[config.mk]
export PLATFORM = sky130hd
export DESIGN_NAME = inst_loader_flat
export DESIGN_NICKNAME = d
export VERILOG_FILES = /design/src/rtl/inst_loader_if.sv /design/src/rtl/inst_loader.sv /design/src/flat_wrapper.sv
export SDC_FILE = /design/constraint.sdc
export NUM_CORES = 1
export LEC_CHECK = 0
export ABC_CLOCK_PERIOD_IN_PS = 2700
export CORE_MARGIN = 2
export CORE_UTILIZATION = 50
export DETAILED_ROUTE_END_ITERATION = 10
export GPL_TIMING_DRIVEN = 0
export PLACE_DENSITY = 0.8
export SETUP_SLACK_MARGIN = 0.15
export SLEW_MARGIN = 20
export SYNTH_ARGS = -nofsm -noshare
export SYNTH_HDL_FRONTEND = slang
export SYNTH_SLANG_ARGS = --single-unit
[constraint.sdc]
create_clock -name i_clk -period 2.7 [get_ports i_clk]
set_clock_uncertainty 0.15 [all_clocks]
set_input_delay 0.27 -clock i_clk [delete_from_list [all_inputs] [get_ports i_clk]]
set_output_delay 0.27 -clock i_clk [all_outputs]
set_load 0.01 [all_outputs]
[src/rtl/inst_loader_if.sv]
// inst_loader_if: byte-stream, control and instruction-memory write bundle for inst_loader
// master: drives start/length/abort and the byte stream, observes memory writes and status
// slave:  the loader; accepts bytes and control, drives memory writes, cpu stop and status
interface inst_loader_if #(
  parameter int ADDR_W = 12,
  parameter int INST_W = 16,
  parameter int BYTE_W = 8
);
  logic              i_start;
  logic [ADDR_W-1:0] i_length;
  logic              i_abort;
  logic              i_byte_valid;
  logic [BYTE_W-1:0] i_byte_data;
  logic              o_byte_ready;
  logic              o_mem_we;
  logic [ADDR_W-1:0] o_mem_addr;
  logic [INST_W-1:0] o_mem_wdata;
  logic              o_cpu_stop;
  logic              o_busy;
  logic              o_done;
  logic [ADDR_W-1:0] o_count;
  modport master (
    output i_start, i_length, i_abort, i_byte_valid, i_byte_data,
    input  o_byte_ready, o_mem_we, o_mem_addr, o_mem_wdata, o_cpu_stop, o_busy, o_done, o_count
  );
  modport slave (
    input  i_start, i_length, i_abort, i_byte_valid, i_byte_data,
    output o_byte_ready, o_mem_we, o_mem_addr, o_mem_wdata, o_cpu_stop, o_busy, o_done, o_count
  );
endinterface

[src/rtl/inst_loader.sv]
// inst_loader: assembles a high-byte-first byte stream into instruction words and writes them from address 0
// i_clk: clock; i_reset: synchronous active-low reset
// bus (slave): i_start/i_length/i_abort control, i_byte_valid/i_byte_data/o_byte_ready stream,
//              o_mem_we/o_mem_addr/o_mem_wdata memory write, o_cpu_stop/o_busy/o_done/o_count status
module inst_loader #(
  parameter int ADDR_W = 12,
  parameter int INST_W = 16,
  parameter int BYTE_W = 8
) (
  input  logic         i_clk,
  input  logic         i_reset,
  inst_loader_if.slave bus
);
  typedef enum logic [2:0] {IDLE, HI, LO, WRITE, DONE} state_t;
  state_t            state, state_n;
  logic [BYTE_W-1:0] hi;
  logic [ADDR_W-1:0] len;
  logic              hs, last, we_n, stop_n, done_n;
  always_ff @(posedge i_clk)
    state <= !i_reset ? IDLE : state_n;
  always_comb begin
    state_n = state;
    case (state)
      IDLE:    state_n = !bus.i_start ? IDLE : bus.i_length == '0 ? DONE : HI;
      HI:      state_n = bus.i_abort ? IDLE : hs ? LO : HI;
      LO:      state_n = bus.i_abort ? IDLE : hs ? WRITE : LO;
      WRITE:   state_n = bus.i_abort ? IDLE : last ? DONE : HI;
      default: state_n = IDLE;
    endcase
  end
  // Registered outputs are loaded from the next state so they are valid in the state they describe.
  always_comb begin
    bus.o_byte_ready = state == HI || state == LO;
    hs               = bus.o_byte_ready && bus.i_byte_valid;
    last             = bus.o_count + ADDR_W'(1) == len;
    we_n             = state_n == WRITE;
    stop_n           = state_n == HI || state_n == LO || state_n == WRITE;
    done_n           = state_n == DONE;
  end
  // o_count doubles as the write address counter; both advance together when WRITE is left,
  // including on abort, because the write in that cycle still lands.
  always_ff @(posedge i_clk) begin
    if (!i_reset) begin
      bus.o_mem_we    <= 1'b0;
      bus.o_cpu_stop  <= 1'b0;
      bus.o_busy      <= 1'b0;
      bus.o_done      <= 1'b0;
      bus.o_mem_addr  <= '0;
      bus.o_mem_wdata <= '0;
      bus.o_count     <= '0;
      hi              <= '0;
      len             <= '0;
    end else begin
      bus.o_mem_we   <= we_n;
      bus.o_cpu_stop <= stop_n;
      bus.o_busy     <= stop_n;
      bus.o_done     <= done_n;
      if (state == IDLE && bus.i_start) begin
        len         <= bus.i_length;
        bus.o_count <= '0;
      end
      if (state == HI && hs)
        hi <= bus.i_byte_data;
      if (state == LO && hs && !bus.i_abort) begin
        bus.o_mem_wdata <= INST_W'({hi, bus.i_byte_data});
        bus.o_mem_addr  <= bus.o_count;
      end
      if (state == WRITE)
        bus.o_count <= bus.o_count + ADDR_W'(1);
    end
  end
endmodule

[src/flat_wrapper.sv]
// flat-port wrapper written by rule: the top's interface ports become plain ports
module inst_loader_flat 
#(
  parameter int ADDR_W = 12,
  parameter int INST_W = 16,
  parameter int BYTE_W = 8
)
  (i_clk, i_reset, bus_i_start, bus_i_length, bus_i_abort, bus_i_byte_valid, bus_i_byte_data, bus_o_byte_ready, bus_o_mem_we, bus_o_mem_addr, bus_o_mem_wdata, bus_o_cpu_stop, bus_o_busy, bus_o_done, bus_o_count);
  inst_loader_if #(.ADDR_W(ADDR_W), .INST_W(INST_W), .BYTE_W(BYTE_W)) bus_i ();
  input  logic i_clk;
  input  logic i_reset;
  input wire logic [$bits(bus_i.i_start)-1:0] bus_i_start;
  input wire logic [$bits(bus_i.i_length)-1:0] bus_i_length;
  input wire logic [$bits(bus_i.i_abort)-1:0] bus_i_abort;
  input wire logic [$bits(bus_i.i_byte_valid)-1:0] bus_i_byte_valid;
  input wire logic [$bits(bus_i.i_byte_data)-1:0] bus_i_byte_data;
  output wire logic [$bits(bus_i.o_byte_ready)-1:0] bus_o_byte_ready;
  output wire logic [$bits(bus_i.o_mem_we)-1:0] bus_o_mem_we;
  output wire logic [$bits(bus_i.o_mem_addr)-1:0] bus_o_mem_addr;
  output wire logic [$bits(bus_i.o_mem_wdata)-1:0] bus_o_mem_wdata;
  output wire logic [$bits(bus_i.o_cpu_stop)-1:0] bus_o_cpu_stop;
  output wire logic [$bits(bus_i.o_busy)-1:0] bus_o_busy;
  output wire logic [$bits(bus_i.o_done)-1:0] bus_o_done;
  output wire logic [$bits(bus_i.o_count)-1:0] bus_o_count;
  assign bus_i.i_start = bus_i_start;
  assign bus_i.i_length = bus_i_length;
  assign bus_i.i_abort = bus_i_abort;
  assign bus_i.i_byte_valid = bus_i_byte_valid;
  assign bus_i.i_byte_data = bus_i_byte_data;
  assign bus_o_byte_ready = bus_i.o_byte_ready;
  assign bus_o_mem_we = bus_i.o_mem_we;
  assign bus_o_mem_addr = bus_i.o_mem_addr;
  assign bus_o_mem_wdata = bus_i.o_mem_wdata;
  assign bus_o_cpu_stop = bus_i.o_cpu_stop;
  assign bus_o_busy = bus_i.o_busy;
  assign bus_o_done = bus_i.o_done;
  assign bus_o_count = bus_i.o_count;
  inst_loader #(.ADDR_W(ADDR_W), .INST_W(INST_W), .BYTE_W(BYTE_W)) u_core (.i_clk(i_clk), .i_reset(i_reset), .bus(bus_i));
endmodule
==> flow_summary.toml <==
[grt]
grtUsageTotal_pct = 24.0
grt_overflow_total = 0
grt_pass1_wl_um = 12100
grt_max_degree = 13
grt_pass1_vias = 2497
antenna_found_initial = 0

[hold_path]
whs_endpoint = "u_core.bus.o_mem_wdata[8]"
whs_path_depth = 2
hold_class = "input pin to flip-flop"
hp-start = "i_reset"

[final_layout]
finalNonFillerCells = 515
utilization_pct = 67.8
antenna_cells = 0
drive_above_1_share_pct = 7.05
nets = 461
area_growth_pct = 31.7
fin_area_mm2 = 0.00399

[critical_path]
rrSetupSlack_ps = 310
cp.required_ps = 2810
start_kind = "flip-flop"
cp_slowest_stage_delay_ps = 470
cp-end-kind = "flip-flop"
worstPathArrival_ps = 2500
critPathKind = "flip-flop to flip-flop"
crit_chain = "ha_1 > nand3_1 > nor2_2 > xnor2_1 > nor4_2 > nand4_2 > a21boi_1"
crit_slowest_cell = "dfxtp_1"
r2r_start = "u_core.bus.o_count[1]"
worst_r2r_path_depth = 7
critPathMaxFanout = 7
r2r_end = "u_core.bus.o_done"

[pwr]
p_int_mw = 1.44
power-per-cell-area_mw_per_mm2 = 485
switching_share_pct = 25.5
p_leak_nw = 1.38
p_clk_share_pct = 38.6
peakVddDrop_v = 0.000342
p_comb_share_pct = 9.3
power_frac_seq_pct = 52.1
power_switching_mw = 0.494

[cts]
cts_tree = "done"
clock-sinks = 66
cts_root_buf = "clkbuf_8"
worstSkewPairLatency_ps = 340
cts_buffers = 9
clk_pin_slew_ps = 80
htreeDepth = 3
cts_buffer_depth = 2
post_cts_buffers = 0

[drt]
via_count = 2749
ant_nets = 0
wl_per_cell_um = 14.6
drtPass1Iterations = 6
post-route-drc-count = 0
routed_wl_um = 7540
drtIter0Drc = 207
routed_via_density = 5.34

[status]
outcome = "completed"

[sta]
fin_crit_sh_pct = 88.4
worst_slack_ps = 313
fin_tns_setup_ps = 0
slew_viol_final = 0
final_hold_viol_count = 0
relSlewSlack_pct = 27.7
worst_pin_slew_ps = 1070
setup_violations = 0
rsz0062_at_grt = "no"
period_needed_ps = 2390
clock.fmax_ghz = 0.419

[place]
placed_cell_area_mm2 = 0.00380
hpwl_um = 5420
port_buffers = 68
place_congestion = 0.868
place_ws_ps = 235
dp_cells = 499

[synth]
syn_nets = 382
synthCells = 356
syn_area_mm2 = 0.00303
ys_ff_latch = 66
synth-edff-count = 0
synth_ff_type = "dfxtp_1"
yosysSeqAreaShare_pct = 43.6
avgSynthCellArea_um2 = 8.51
async_reset_ff_share_pct = 0
synth_cell_types = 45
ys_warn_count = 0

[die]
die_w_um = 81.9
core_area_mm2 = 0.00589
die_height_um = 81.9
start_util_pct = 51.5
dieArea_mm2 = 0.00670
ios = 70
row_count = 28

[flow_run]
max_cap_viol_count = 0
-- worst max path at each step --
| stage | from | endpoint | cells after the start |
|---|---|---|---|
| 2_1_floorplan | u_core.bus.o_count[1] | u_core.state[0] | 7 |
| 3_3_place_gp | u_core.bus.o_count[1] | u_core.state[0] | 7 |
| 3_5_place_dp | u_core.bus.o_count[1] | u_core.state[0] | 7 |
| 4_1_cts | u_core.bus.o_count[1] | u_core.state[0] | 7 |
| 5_1_grt | u_core.bus.o_count[1] | u_core.state[0] | 7 |
| 6_report | u_core.bus.o_count[1] | u_core.bus.o_done | 7 |
-- cell usage in the layout, fill, tap and decap left out, types with 2 or more instances in the layout --
cell type	n
nand2_1	93
clkdlybuf4s50_1	68
dfxtp_1	66
a21boi_0	42
clkbuf_1	17
xnor2_1	16
nor2b_1	16
nor2_1	15
clkbuf_8	10
o21ai_0	9
mux2i_1	9
a21oi_1	7
nor4_1	5
nor3_1	5
buf_2	4
and3_1	4
xor2_1	4
nand2b_1	3
o22ai_1	3
o21a_1	3
a22oi_1	3
clkinvlp_4	3
buf_4	2
inv_1	2
nand4_1	2
nand3_1	2
a21boi_1	2
clkinv_2	2
-- per-layer routing --
| metal | track usage [%] | vias to the layer above | wire length, um |
|---|---|---|---|
| met5 | 0 | - | 0 |
| met4 | 12.3 | 0 | 218 |
| met3 | 3.63 | 20 | 445 |
| met2 | 34.3 | 121 | 3300 |
| met1 | 34.7 | 1249 | 3580 |
| li1 | - | 1359 | - |
-- stage by stage --
stage / total power [mW] / hold WS (ps)
5_1_grt: 2.00 / 254
3_5_place_dp: 1.21 / 307
4_1_cts: 1.94 / 205
6_report: 1.94 / 239
3_3_place_gp: 1.20 / 299
2_1_floorplan: 1.13 / 265
-- Yosys cell counts, types with 2 or more instances --
master | number | area [um2]
a21boi_0 | 42 | 315
a21boi_1 | 2 | 15.0
a21oi_1 | 7 | 35.0
a22oi_1 | 3 | 22.5
and3_1 | 4 | 25.0
buf_2 | 4 | 20.0
buf_4 | 2 | 15.0
clkbuf_1 | 17 | 63.8
dfxtp_1 | 66 | 1320
inv_1 | 2 | 7.51
mux2i_1 | 9 | 90.1
nand2_1 | 93 | 349
nand2b_1 | 3 | 18.8
nand3_1 | 2 | 10.0
nand4_1 | 2 | 12.5
nor2_1 | 15 | 56.3
nor2b_1 | 16 | 100
nor3_1 | 5 | 25.0
nor4_1 | 6 | 37.5
o21a_1 | 3 | 22.5
o21ai_0 | 9 | 45.0
o22ai_1 | 3 | 18.8
xnor2_1 | 16 | 140
xor2_1 | 4 | 35.0
-- area by class of cell --
type,instances,area [um2]
Fill cell,473,1900
Multi-Input combinational cell,265,1610
Sequential cell,66,1320
Timing Repair Buffer,68,681
Clock buffer,10,138
Buffer,23,98.8
Tap cell,75,93.8
Clock inverter,6,41.3
Inverter,2,7.51
-- kinds of logic (layout without fill, tap and decap cells) --
logic type / Yosys count / in the layout / share of synthesized area [%]
adder cells (fa/ha/maj): 1 / 1 / 0.413
AO/OA/AOI/OAI: 75 / 75 / 17.4
AND/OR/NAND/NOR: 160 / 160 / 26.3
multiplexers: 9 / 9 / 2.97
XOR/XNOR: 20 / 20 / 5.78
buffers and inverters: 25 / 109 / 3.51
flip-flops: 66 / 66 / 43.6
-- timing repair --
action | CTS | global route
setup endpoints to repair | 0 | 4
hold buffers | 0 | 0
gates resized for setup | 0 | 1
-- registers in the layout (all words and copies together) (netlist names) --
register                flops
u_core.bus.o_mem_wdata     16
u_core.bus.o_count         12
u_core.bus.o_mem_addr      12
u_core.len                 12
u_core.hi                   8
u_core.state                3
u_core.bus.o_cpu_stop       1
u_core.bus.o_done           1
u_core.bus.o_mem_we         1
-- critical path: cells and delay by family (launching register included) --
kind | cells | cell delay [ps]
and+or+nand+nor | 4 | 1020
DFF | 1 | 470
adders and majority gates | 1 | 350
AOI/OAI and AO/OA | 1 | 190
xor gates and xnor gates | 1 | 120
-- power groups by stage --
stage	clock network, mW	logic [mW]	registers [mW]
finish	0.748	0.180	1.01
detailed placement	0	0.177	1.03
global route	0.793	0.196	1.01
global placement	0	0.174	1.03
CTS	0.757	0.178	1.01
floorplan	0	0.101	1.03
Note: power is estimated with default switching activity, not from simulation.
==> patch 1, RTL diff (same settings) <==
Re-encode `state_t` (5 states) as one-hot, 5 bits wide.
--- a/src/rtl/inst_loader.sv
+++ b/src/rtl/inst_loader.sv
@@ -11,7 +11,7 @@
   input  logic         i_reset,
   inst_loader_if.slave bus
 );
-  typedef enum logic [2:0] {IDLE, HI, LO, WRITE, DONE} state_t;
+  typedef enum logic [4:0] {IDLE = 5'b00001, HI = 5'b00010, LO = 5'b00100, WRITE = 5'b01000, DONE = 5'b10000} state_t;
   state_t            state, state_n;
   logic [BYTE_W-1:0] hi;
   logic [ADDR_W-1:0] len;
Formal check against the unedited RTL: no difference found for any inputs over 10 cycles, from zero or initial values and one cycle with i_reset low; not proved beyond that.
==> patch 1 against the original RTL <==
Sequential share of layout area down 0.62 points. Area after synthesis up 5.1%. Final area grew 5.0%. Sequential cell count rose by 2. Routed wire length up 8.1%. Total power up 9.1%. Setup slack got worse by 0.037 ns. Non-clock buffer count up 5. Critical path type is now reg2out. Largest cell class unchanged.
==> patch 1: results (changes against the original RTL) <==
[logic_synthesis]
yosys.area_share.adder_pct = 0.393  ; was 0.413%
ys_types = 50  ; was 45
synth.area.top_cells = sky130_fd_sc_hd__dfxtp_1 43%, sky130_fd_sc_hd__nand2_1 12%, sky130_fd_sc_hd__a21boi_0 5.2%, sky130_fd_sc_hd__a21boi_1 4.7%, sky130_fd_sc_hd__mux2i_1 3.5%  ; was sky130_fd_sc_hd__dfxtp_1 44%, sky130_fd_sc_hd__nand2_1 12%, sky130_fd_sc_hd__a21boi_0 10%, sky130_fd_sc_hd__xnor2_1 4.6%, sky130_fd_sc_hd__nor2b_1 3.3%
synth-xor-area-share_pct = 3.57  ; was 5.78%
ys_seq_area_share_pct = 42.7  ; was 43.6%
mappedNetlistNets = 413  ; was 382
synth_mux_area_share_pct = 3.81  ; was 2.97%
synth_compound_area_share_pct = 18.4  ; was 17.4%
syn_area_per_cell_sq_um = 8.23  ; was 8.51 sq um

[finish]
layout.non_clock_inverters = 1  ; was 2
nNetsFinal = 492  ; was 461
layout.area.seq_sq_mm = 0.00136  ; was 0.00132 sq mm
nonClockBufferCount = 96  ; was 91
nMultiInputCombCells = 290  ; was 265
num-fill-cells = 534  ; was 473
post_route_cells_drive_above_1_share_pct = 8.51  ; was 7.05%
final-nonclk-buf-share_pct = 19.4  ; was 19.5%
multi_input_gate_share_of_total_cell_area_pct = 40.6  ; was 40.3%
seq_cell_count = 68  ; was 66

[worst_setup_path]
critical_path.startpoint = u_core.state[3]$_SDFF_PN0_  ; was u_core.bus.o_count[1]$_SDFFE_PN0P_
cp_slowest_stage_delay_ns = 0.55  ; was 0.47 ns
worst_setup_path_endpoint = bus_o_byte_ready  ; was u_core.bus.o_done$_SDFF_PN0_
path_max_fanout = 10  ; was 7
slowest_stage = sky130_fd_sc_hd__clkdlybuf4s50_1  ; was sky130_fd_sc_hd__dfxtp_1
slack_of_the_worst_reg_to_reg_path_ns = 0.36  ; was 0.31 ns
rr_endpoint = u_core.state[4]$_SDFF_PN0_  ; was u_core.bus.o_done$_SDFF_PN0_
crit_family = buffers and inverters  ; was simple AND/OR/NAND/NOR gates

[route]
total_number_of_vias = 2993  ; was 2749
drt_pass1_iterations = 5  ; was 6
drt_wl_total_um = 8150  ; was 7540 um
initialDrtViolationCount = 188  ; was 207

[sta]
hold-worst-slack_ns = 0.161  ; was 0.239 ns
finalCritPeriodShare_pct = 89.8  ; was 88.4%
worst-slew-pin-transition_ns = 0.724  ; was 1.07 ns

[worst_hold_path]
hold_end = u_core.bus.o_mem_wdata[0]$_SDFFE_PN0P_  ; was u_core.bus.o_mem_wdata[8]$_SDFFE_PN0P_

[placement]
routabilityCongestion = 0.946  ; was 0.868
pre_cts_setup_slack_ns = 0.160  ; was 0.235 ns
placed_instance_count = 532  ; was 499

[outcome]
status = finished clean  ; unchanged

[power]
power.leakage_uw = 0.00152  ; was 0.00138 uW
net-switching-power_uw = 496  ; was 494 uW

[clock_network]
clock_latency_ns = 0.36  ; was 0.34 ns
post_cts_resized = 1  ; was 0

[global_route]
first_global_vias = 2881  ; was 2497
globalRouteTotalUtil_pct = 24.0  ; about the same

patch 1: cell count changes in the layout (fill, tap and decap cells not counted), moves of 3 or more:
cell | unedited run | this run
sky130_fd_sc_hd__a21boi_0 | 42 | 22
sky130_fd_sc_hd__a21boi_1 | 2 | 20
sky130_fd_sc_hd__a21oi_1 | 7 | 11
sky130_fd_sc_hd__a31oi_1 | 0 | 3
sky130_fd_sc_hd__and2_1 | 1 | 5
sky130_fd_sc_hd__buf_2 | 4 | 12
sky130_fd_sc_hd__clkbuf_1 | 17 | 13
sky130_fd_sc_hd__nand2_1 | 93 | 100
sky130_fd_sc_hd__nand3_1 | 2 | 6
sky130_fd_sc_hd__nor2_1 | 15 | 11
sky130_fd_sc_hd__o21a_1 | 3 | 0
sky130_fd_sc_hd__o21ai_0 | 9 | 13
sky130_fd_sc_hd__xnor2_1 | 16 | 8
patch 1: worst register-to-register path, stage by stage (launching register included):
cell and delay [ns]:
sky130_fd_sc_hd__dfxtp_1 0.51, sky130_fd_sc_hd__ha_1 0.34, sky130_fd_sc_hd__nand3_2 0.22, sky130_fd_sc_hd__nor3_1 0.28
sky130_fd_sc_hd__xnor2_1 0.15, sky130_fd_sc_hd__nand4_1 0.10, sky130_fd_sc_hd__and4bb_2 0.38, sky130_fd_sc_hd__a31o_2 0.17
patch 1: per-stage QoR:
stage / total power (uW) / instance area [sq um]
3_5_place_dp: 1210 / 3960
6_report: 2110 / 4190
5_1_grt: 2190 / 4190
4_1_cts: 2120 / 4180
3_3_place_gp: 1210 / 3960
2_1_floorplan: 1140 / 3190
patch 1: metal layers:
metal  wire length (um)  GRT usage, %  vias to the layer above
met1               3650          31.0                     1403
met3                464          5.24                       12
met2               3890          39.1                       94
met4                138          9.68                        0
met5                  0             0                        -
li1                   -             -                     1484
==> patch 2, RTL diff (same flow settings) <==
Made on the original files. `BYTE_W` is set to 8 in 3 places; all go to 12.
--- a/src/rtl/inst_loader_if.sv
+++ b/src/rtl/inst_loader_if.sv
@@ -4,7 +4,7 @@
 interface inst_loader_if #(
   parameter int ADDR_W = 12,
   parameter int INST_W = 16,
-  parameter int BYTE_W = 8
+  parameter int BYTE_W = 12
 );
   logic              i_start;
   logic [ADDR_W-1:0] i_length;
--- a/src/rtl/inst_loader.sv
+++ b/src/rtl/inst_loader.sv
@@ -5,7 +5,7 @@
 module inst_loader #(
   parameter int ADDR_W = 12,
   parameter int INST_W = 16,
-  parameter int BYTE_W = 8
+  parameter int BYTE_W = 12
 ) (
   input  logic         i_clk,
   input  logic         i_reset,
--- a/src/flat_wrapper.sv
+++ b/src/flat_wrapper.sv
@@ -3,7 +3,7 @@
 #(
   parameter int ADDR_W = 12,
   parameter int INST_W = 16,
-  parameter int BYTE_W = 8
+  parameter int BYTE_W = 12
 )
   (i_clk, i_reset, bus_i_start, bus_i_length, bus_i_abort, bus_i_byte_valid, bus_i_byte_data, bus_o_byte_ready, bus_o_mem_we, bus_o_mem_addr, bus_o_mem_wdata, bus_o_cpu_stop, bus_o_busy, bus_o_done, bus_o_count);
   inst_loader_if #(.ADDR_W(ADDR_W), .INST_W(INST_W), .BYTE_W(BYTE_W)) bus_i ();
Interface: changed (resized bus_i_byte_data); port bits go from 70 to 74. The function was not compared with the original's and may differ.
==> patch 2 against the original RTL <==
Routed wire length fell by 1.0%. Area after synthesis down 6.9%. Sequential cell count shrank 4. Setup slack improved by 0.069 ns. Final area fell by 2.4%. Hold slack improved by 0.065 ns. Total power grew 9.2%. Cell count increased by 1.2%. Die area down 6.5%. Critical path type unchanged. Largest cell class unchanged.
==> patch 2: results (changes against the original RTL) <==
[finish]
num-fill-cells = 458  ; was 473

[route]
routed_via_density = 5.38  ; was 5.34
routed_wire_length_per_instance_um = 14.3  ; was 14.6 um
post_route_m1_wl_um = 3220  ; was 3580 um
met3_length_um = 471  ; was 445 um
routed-wl-met2_um = 3640  ; was 3300 um

[logic_synthesis]
mappedNetlistNets = 390  ; was 382
ys_seq_area_share_pct = 44.0  ; was 43.6%
ys_types = 43  ; was 45
synth.cells.most_frequent = 93 x sky130_fd_sc_hd__nand2_1, 62 x sky130_fd_sc_hd__dfxtp_1, 55 x sky130_fd_sc_hd__a21oi_1  ; was 93 x sky130_fd_sc_hd__nand2_1, 66 x sky130_fd_sc_hd__dfxtp_1, 42 x sky130_fd_sc_hd__a21boi_0

[global_route]
grt_start_max_net_pins = 12  ; was 13
grt.met2_usage_pct = 42.6  ; was 34.3%
grt_util_met3_pct = 6.70  ; was 3.63%
globalRouteTotalUtil_pct = 25.0  ; was 24.0%
number_of_antenna_violations_at_the_first_check_in_global_routing = 0  ; unchanged
first_global_vias = 2737  ; was 2497
first_pass_grt_wire_length_um = 12300  ; was 12100 um

[worst_hold_path]
origin_of_the_worst_min_delay_path = u_core.bus.o_mem_addr[4]$_SDFFE_PN0P_  ; was i_reset
hold_path.class = reg2reg  ; was in2reg

[placement]
portBuffers = 73  ; was 68
routabilityCongestion = 0.902  ; was 0.868
placement.cell_area_sq_mm = 0.00364  ; was 0.00380 sq mm

[power]
internal-power_uw = 1650  ; was 1440 uW
power.leakage_uw = 0.00141  ; was 0.00138 uW
power.ir.vdd_worst_mv = 0.431  ; was 0.342 mV

[worst_setup_path]
timing.critical_path.to_type = flip-flop  ; unchanged
path_max_fanout = 9  ; was 7
rr_endpoint = u_core.bus.o_cpu_stop$_SDFF_PN0_  ; was u_core.bus.o_done$_SDFF_PN0_
critical_path.startpoint = u_core.bus.o_count[1]$_SDFFE_PN0P_  ; unchanged
slack_of_the_worst_reg_to_reg_path_ns = 0.38  ; was 0.31 ns

[sta]
finalCritPeriodShare_pct = 85.8  ; was 88.4%

[outcome]
status = finished clean  ; unchanged

-- patch 2: changes by cell type after synthesis, moves of 5 or more --
cell / unedited run / this run
sky130_fd_sc_hd__a21boi_0: 42 / 0
sky130_fd_sc_hd__xnor2_1: 16 / 11
sky130_fd_sc_hd__nor2b_1: 16 / 4
sky130_fd_sc_hd__mux2i_1: 9 / 4
sky130_fd_sc_hd__a21oi_1: 7 / 55
sky130_fd_sc_hd__nand3_1: 2 / 7
sky130_fd_sc_hd__nor2_1: 15 / 28
sky130_fd_sc_hd__o21ai_0: 9 / 14
sky130_fd_sc_hd__nor3_1: 5 / 10
-- patch 2: cell families (layout without fill, tap and decap cells) --
kind of cell	after synthesis	after routing	share of synthesized area, %
adders and majority gates	1	1	0.443
AOI/OAI and AO/OA	85	85	17.1
buffers and inverters	26	115	4.17
DFF	62	62	44.0
xor gates and xnor gates	14	14	4.34
and+or+nand+nor	168	168	28.5
muxes	4	4	1.42
-- patch 2: cell type report --
class	instances	area [sq um]	area share [%]
multi-input cells	272	1470	37.7
flip-flops and latches	62	1240	31.9
repair buffers	73	731	18.8
clock buffers	10	138	3.54
plain buffers	25	114	2.93
clock inverters	6	109	2.80
well taps	72	90.1	2.31
inverters	1	3.75	0.0964
-- patch 2: power by group through the flow --
stage,sequential [uW],combinational [uW],clock (uW)
after floorplan,964,84.4,0
after global placement,967,162,0
after detailed placement,967,165,0
after CTS,947,167,1000
after global routing,948,182,1050
final,947,167,1000
-- patch 2: metrics by stage --
step	power, uW	hold slack [ns]	std cells
2_1_floorplan	1050	0.238	360
3_3_place_gp	1130	0.292	505
3_5_place_dp	1130	0.296	505
4_1_cts	2120	0.306	521
5_1_grt	2180	0.324	521
6_report	2110	0.304	521
